===== src/rtl/rv_burst_tx_pkg.sv =====
// Shared encodings and default widths for the valid/ready burst path.
// Imported by the burst transmitter, its interface, and the benches.
package rv_burst_tx_pkg;

  localparam int unsigned RV_WD = 4;
  localparam int unsigned RV_LW = 4;

  typedef enum logic [0:0] {
    RV_IDLE = 1'b0,
    RV_SEND = 1'b1
  } rv_state_e;

endpackage


===== src/rtl/rv_burst_tx_if.sv =====
// Command and data-stream handshake bundle for rv_burst_tx.
// The master modport is the transmitter side; slave is the command source and data sink.
interface rv_burst_tx_if
  import rv_burst_tx_pkg::*;
#(
  parameter int unsigned wd = RV_WD,
  parameter int unsigned lw = RV_LW
);

  logic          cmd_valid;
  logic          cmd_ready;
  logic [wd-1:0] cmd_base;
  logic [lw-1:0] cmd_len;
  logic          abort;
  logic          m_valid;
  logic          s_ready;
  logic [wd-1:0] data_out;
  logic          m_last;
  logic          done;

  modport master (
    input  cmd_valid,
    input  cmd_base,
    input  cmd_len,
    input  abort,
    input  s_ready,
    output cmd_ready,
    output m_valid,
    output data_out,
    output m_last,
    output done
  );

  modport slave (
    output cmd_valid,
    output cmd_base,
    output cmd_len,
    output abort,
    output s_ready,
    input  cmd_ready,
    input  m_valid,
    input  data_out,
    input  m_last,
    input  done
  );

endinterface


===== src/rtl/rv_burst_tx.sv =====
// Valid/ready burst transmitter: accepts (base, len) and streams len+1 incrementing beats,
// holding each beat under back-pressure; abort marks the presented beat as last.
module rv_burst_tx
  import rv_burst_tx_pkg::*;
#(
  parameter int unsigned wd = RV_WD,
  parameter int unsigned lw = RV_LW
) (
  input  logic           clk,
  input  logic           rst,
  rv_burst_tx_if.master  bus
);

  rv_state_e     state;
  rv_state_e     state_next;
  logic [wd-1:0] data_q;
  logic [lw-1:0] remain;
  logic          abort_pend;
  logic          done_q;

  logic          cmd_ready;
  logic          m_valid;
  logic          m_last;
  logic          accept;
  logic          xfer;

  assign accept = bus.cmd_valid && cmd_ready;
  assign xfer   = m_valid && bus.s_ready;

  // State register
  always_ff @(posedge clk or posedge rst) begin
    if (rst) begin
      state <= RV_IDLE;
    end else begin
      state <= state_next;
    end
  end

  // Next-state logic
  always_comb begin
    state_next = state;
    case (state)
      RV_IDLE: if (accept)          state_next = RV_SEND;
      RV_SEND: if (xfer && m_last)  state_next = RV_IDLE;
      default:                      state_next = RV_IDLE;
    endcase
  end

  // Output decode; m_valid depends on state only, never on s_ready
  always_comb begin
    cmd_ready = 1'b0;
    m_valid   = 1'b0;
    m_last    = 1'b0;
    case (state)
      RV_IDLE: cmd_ready = !rst;
      RV_SEND: begin
        m_valid = 1'b1;
        m_last  = (remain == '0) || abort_pend;
      end
      default: ;
    endcase
  end

  // Beat data, remaining count, abort flag and completion pulse
  always_ff @(posedge clk or posedge rst) begin
    if (rst) begin
      data_q     <= '0;
      remain     <= '0;
      abort_pend <= 1'b0;
      done_q     <= 1'b0;
    end else begin
      done_q <= 1'b0;
      case (state)
        RV_IDLE: begin
          if (accept) begin
            data_q     <= bus.cmd_base;
            remain     <= bus.cmd_len;
            abort_pend <= 1'b0;
          end
        end
        RV_SEND: begin
          if (bus.abort) begin
            abort_pend <= 1'b1;
          end
          // A final transfer wins over a coincident abort so the flag never leaks into IDLE
          if (xfer) begin
            if (m_last) begin
              done_q     <= 1'b1;
              abort_pend <= 1'b0;
            end else begin
              data_q <= data_q + wd'(1);
              remain <= remain - lw'(1);
            end
          end
        end
        default: ;
      endcase
    end
  end

  assign bus.cmd_ready = cmd_ready;
  assign bus.m_valid   = m_valid;
  assign bus.m_last    = m_last;
  assign bus.data_out  = data_q;
  assign bus.done      = done_q;

endmodule


===== src/flat_wrapper.sv =====
// flat-port wrapper written by rule: the top's interface ports become plain ports
module rv_burst_tx_flat import rv_burst_tx_pkg::*;
#(
  parameter int unsigned wd = RV_WD,
  parameter int unsigned lw = RV_LW
)
  (clk, rst, bus_cmd_valid, bus_cmd_base, bus_cmd_len, bus_abort, bus_s_ready, bus_cmd_ready, bus_m_valid, bus_data_out, bus_m_last, bus_done);
  rv_burst_tx_if #(.wd(wd), .lw(lw)) bus_i ();
  input  logic clk;
  input  logic rst;
  input wire logic [$bits(bus_i.cmd_valid)-1:0] bus_cmd_valid;
  input wire logic [$bits(bus_i.cmd_base)-1:0] bus_cmd_base;
  input wire logic [$bits(bus_i.cmd_len)-1:0] bus_cmd_len;
  input wire logic [$bits(bus_i.abort)-1:0] bus_abort;
  input wire logic [$bits(bus_i.s_ready)-1:0] bus_s_ready;
  output wire logic [$bits(bus_i.cmd_ready)-1:0] bus_cmd_ready;
  output wire logic [$bits(bus_i.m_valid)-1:0] bus_m_valid;
  output wire logic [$bits(bus_i.data_out)-1:0] bus_data_out;
  output wire logic [$bits(bus_i.m_last)-1:0] bus_m_last;
  output wire logic [$bits(bus_i.done)-1:0] bus_done;
  assign bus_i.cmd_valid = bus_cmd_valid;
  assign bus_i.cmd_base = bus_cmd_base;
  assign bus_i.cmd_len = bus_cmd_len;
  assign bus_i.abort = bus_abort;
  assign bus_i.s_ready = bus_s_ready;
  assign bus_cmd_ready = bus_i.cmd_ready;
  assign bus_m_valid = bus_i.m_valid;
  assign bus_data_out = bus_i.data_out;
  assign bus_m_last = bus_i.m_last;
  assign bus_done = bus_i.done;
  rv_burst_tx #(.wd(wd), .lw(lw)) u_core (.clk(clk), .rst(rst), .bus(bus_i));
endmodule

===== config.mk =====
export PLATFORM = sky130hd
export DESIGN_NAME = rv_burst_tx_flat
export DESIGN_NICKNAME = d
export VERILOG_FILES = /design/src/rtl/rv_burst_tx_pkg.sv /design/src/rtl/rv_burst_tx_if.sv /design/src/rtl/rv_burst_tx.sv /design/src/flat_wrapper.sv
export SDC_FILE = /design/constraint.sdc
export NUM_CORES = 1
export LEC_CHECK = 0
export ABC_AREA = 1
export CORE_MARGIN = 3
export CORE_UTILIZATION = 48
export CTS_BUF_LIST = sky130_fd_sc_hd__clkbuf_4 sky130_fd_sc_hd__clkbuf_8 sky130_fd_sc_hd__clkbuf_16
export CTS_CLUSTER_SIZE = 28
export DETAILED_ROUTE_END_ITERATION = 16
export PLACE_DENSITY = 0.81
export SYNTH_ARGS = -nofsm -noshare
export SYNTH_HDL_FRONTEND = slang
export SYNTH_SLANG_ARGS = --single-unit

===== constraint.sdc =====
create_clock -name clk -period 3 [get_ports clk]
set_input_delay 0.9 -clock clk [delete_from_list [all_inputs] [get_ports clk]]
set_output_delay 0.9 -clock clk [all_outputs]
set_load 0.01 [all_outputs]

==> impl_metrics.json <==
{
  "core-area_um2": 1334,
  "swShare": 0.4545,
  "drtAntennaViolNets": 0,
  "fin_crit_ns": 2.762,
  "synth_edf_count": 0,
  "die_width_um": 44.14,
  "synthArstFlopShare": 1.000,
  "clk_pin_slew_ns": 0.07,
  "clock.fmax_mhz": 362.0,
  "multi_input_area_um2": 362.8,
  "setup_violations": 0,
  "place_hpwl_um": 1124,
  "rrSetupSlack_ns": 1.57,
  "netlist_area_um2": 698.2,
  "post_cts_buffers": 0,
  "synth_fp_nets": 112,
  "hold_viol": 0,
  "ys_types": 20,
  "comb_power_share": 0.546,
  "syn_inst": 97,
  "clock-sinks": 11,
  "p_leak_nw": 0.4968,
  "synth_area_leader_cell": "dfrtp_1",
  "cts_buffers": 3,
  "drt-total-wl_um": 1590,
  "avgSynthCellArea_um2": 7.198,
  "synthTopCellsByCount": "46 x nand2_1, 11 x dfrtp_1, 8 x inv_1",
  "fin_nets": 135,
  "tritoncts": "yes",
  "synth_seq_cells": 11,
  "viasPerCell": 5.201,
  "wire_per_inst_um": 11.87,
  "antenna_cells": 0,
  "seq_area_um2": 275.3,
  "maxCapViolations": 0,
  "n_fill_cell": 117,
  "grt_max_degree": 15,
  "critPathKind": "flip-flop to output port",
  "slew_headroom": 0.6782,
  "die_h_um": 44.14,
  "ir_worst_vdd_mv": 0.4996,
  "placement.io_buffers": 20,
  "htreeDepth": 1,
  "area_delta_synth_final_pct": 32.80,
  "required_ns": 2.10,
  "crit_arrival_ns": 1.86,
  "antenna_found_initial": 0,
  "synth_ff_type": "dfrtp_1",
  "gp_congestion": 0.8250,
  "layout-drive-gt1-share": 0.1345,
  "hold-worst-slack_ns": 0.5071,
  "root_buffer": "clkbuf_4",
  "finClkSkew_ns": 0.005892,
  "slew_viol_final": 0,
  "dieArea_um2": 1948,
  "cell_internal_pwr_mw": 0.5170,
  "grt_pass1_vias": 640,
  "seq_area_frac_synth": 0.3943,
  "fp-row-count": 13,
  "yosys.area.top_type_share": 0.3943,
  "firstDrtPassIters": 4,
  "ctsResizeCount": 0,
  "grt_util_all_layers": 0.1872,
  "ctsHoldBuffers": 0,
  "post-route-drc-count": 0,
  "drtIter0Drc": 12,
  "worst_setup_path_start_kind": "flip-flop",
  "power_density_nw_per_um2": 1022,
  "yosysWarnings": 0,
  "worst_pin_slew_ns": 0.4827,
  "switchingPower_mw": 0.4307,
  "p_clk_frac": 0.121,
  "grt_pass1_wl_um": 2677,
  "p_seq_frac": 0.333,
  "pin_count": 21,
  "yosysMostFrequentCell": "nand2_1",
  "min_period_over_period": 0.9208,
  "critPathMaxFanout": 3,
  "vias": 697,
  "outcome": "complete, no violations",
  "finalSetupTns_ns": 0,
  "insertion_delay_ns": 0.28,
  "rsz0062_at_grt": "no",
  "hp-class": "flip-flop to flip-flop",
  "cts_buffer_depth": 2,
  "synth_area_leaders": "dfrtp_1 39%, nand2_1 25%, nand3_1 5.0%",
  "start_util": 0.5235,
  "grt_remaining_overflow": 0,
  "end_kind": "output port"
}
## metrics by stage
step	worst slack, ns	instances	util	total power, mW	area (um2)
2_1_floorplan	1.053	97	-	0.6718	698.2
3_3_place_gp	0.1105	130	0.6707	0.8140	894.6
3_5_place_dp	0.03388	130	0.6707	0.8348	894.6
4_1_cts	0.02998	134	0.6932	0.9498	924.6
5_1_grt	0.1430	134	0.6951	1.042	927.1
6_report	0.2376	134	0.6951	0.9478	927.1
## final cells by class
type,instances,share of cell area
Clock buffer,4,0.03239
Tap cell,15,0.02024
Timing Repair Buffer,20,0.2186
Inverter,10,0.04049
Multi-Input combinational cell,74,0.3914
Sequential cell,11,0.2969
## worst max-delay path: stages (launching register included)
cell	delay, ns
dfrtp_1	0.40
inv_1	0.10
ha_1	0.23
nand3_2	0.09
o21ai_2	0.20
clkdlybuf4s50_1	0.57
## layout by cell type, fill, tap and decap left out
cell             count
nand2_4              1
clkdlybuf4s50_1     19
nand2_2              3
nand3_2              1
inv_1                8
o21ai_0              4
nor2_1               1
o21ai_2              1
dlymetal6s2s_1       1
nand3_1              7
or2_2                2
nor2_2               1
clkbuf_4             4
o21bai_1             1
nand2_1             46
ha_1                 2
nor2_4               1
dfrtp_1             11
nand4_1              1
inv_2                2
xnor2_1              1
o21ai_1              1
## power by group through the flow
stage | clock [mW] | combinational, mW | sequential [mW]
finish | 0.114 | 0.518 | 0.316
global route | 0.123 | 0.590 | 0.328
CTS | 0.114 | 0.522 | 0.313
detailed placement | 0 | 0.520 | 0.315
global placement | 0 | 0.501 | 0.313
floorplan | 0 | 0.376 | 0.296
## per-layer routing
metal | GRT usage | vias up | part of all wire
li1 | - | 347 | -
met5 | 0 | - | 0
met4 | 0.1325 | 0 | 0.025
met1 | 0.2278 | 312 | 0.44
met2 | 0.2965 | 33 | 0.45
met3 | 0.03252 | 5 | 0.079
## flip-flops by register name, summed over array words and instances, names as in the netlist
signal / count
u_core.abort_pend: 1
u_core.bus.data_out: 4
u_core.state: 1
u_core.remain: 4
u_core.bus.done: 1
## cell families (layout without fill, tap and decap cells)
| group | after synthesis | after routing | synth area share |
|---|---|---|---|
| flip-flops | 11 | 11 | 0.3943 |
| AO/OA/AOI/OAI | 7 | 7 | 0.05914 |
| XOR/XNOR | 1 | 1 | 0.01255 |
| buffers and inverters | 12 | 34 | 0.08602 |
| adder cells (fa/ha/maj) | 2 | 2 | 0.03584 |
| AND/OR/NAND/NOR | 64 | 64 | 0.4122 |
## path summary, 6_finish.rpt
path                                     endpoint  cells past startpoint              from
setup / recovery                       bus_m_last                      5  u_core.remain[0]
hold / removal                   u_core.remain[1]                      2  u_core.remain[1]
setup reg to reg           u_core.bus.data_out[3]                      8  u_core.remain[0]
hold reg to reg                  u_core.remain[1]                      2  u_core.remain[1]
max in group asynchronous            u_core.state                      2               rst
min in group asynchronous         u_core.bus.done                      2               rst
No activity file was read; power rests on OpenSTA's default activity.
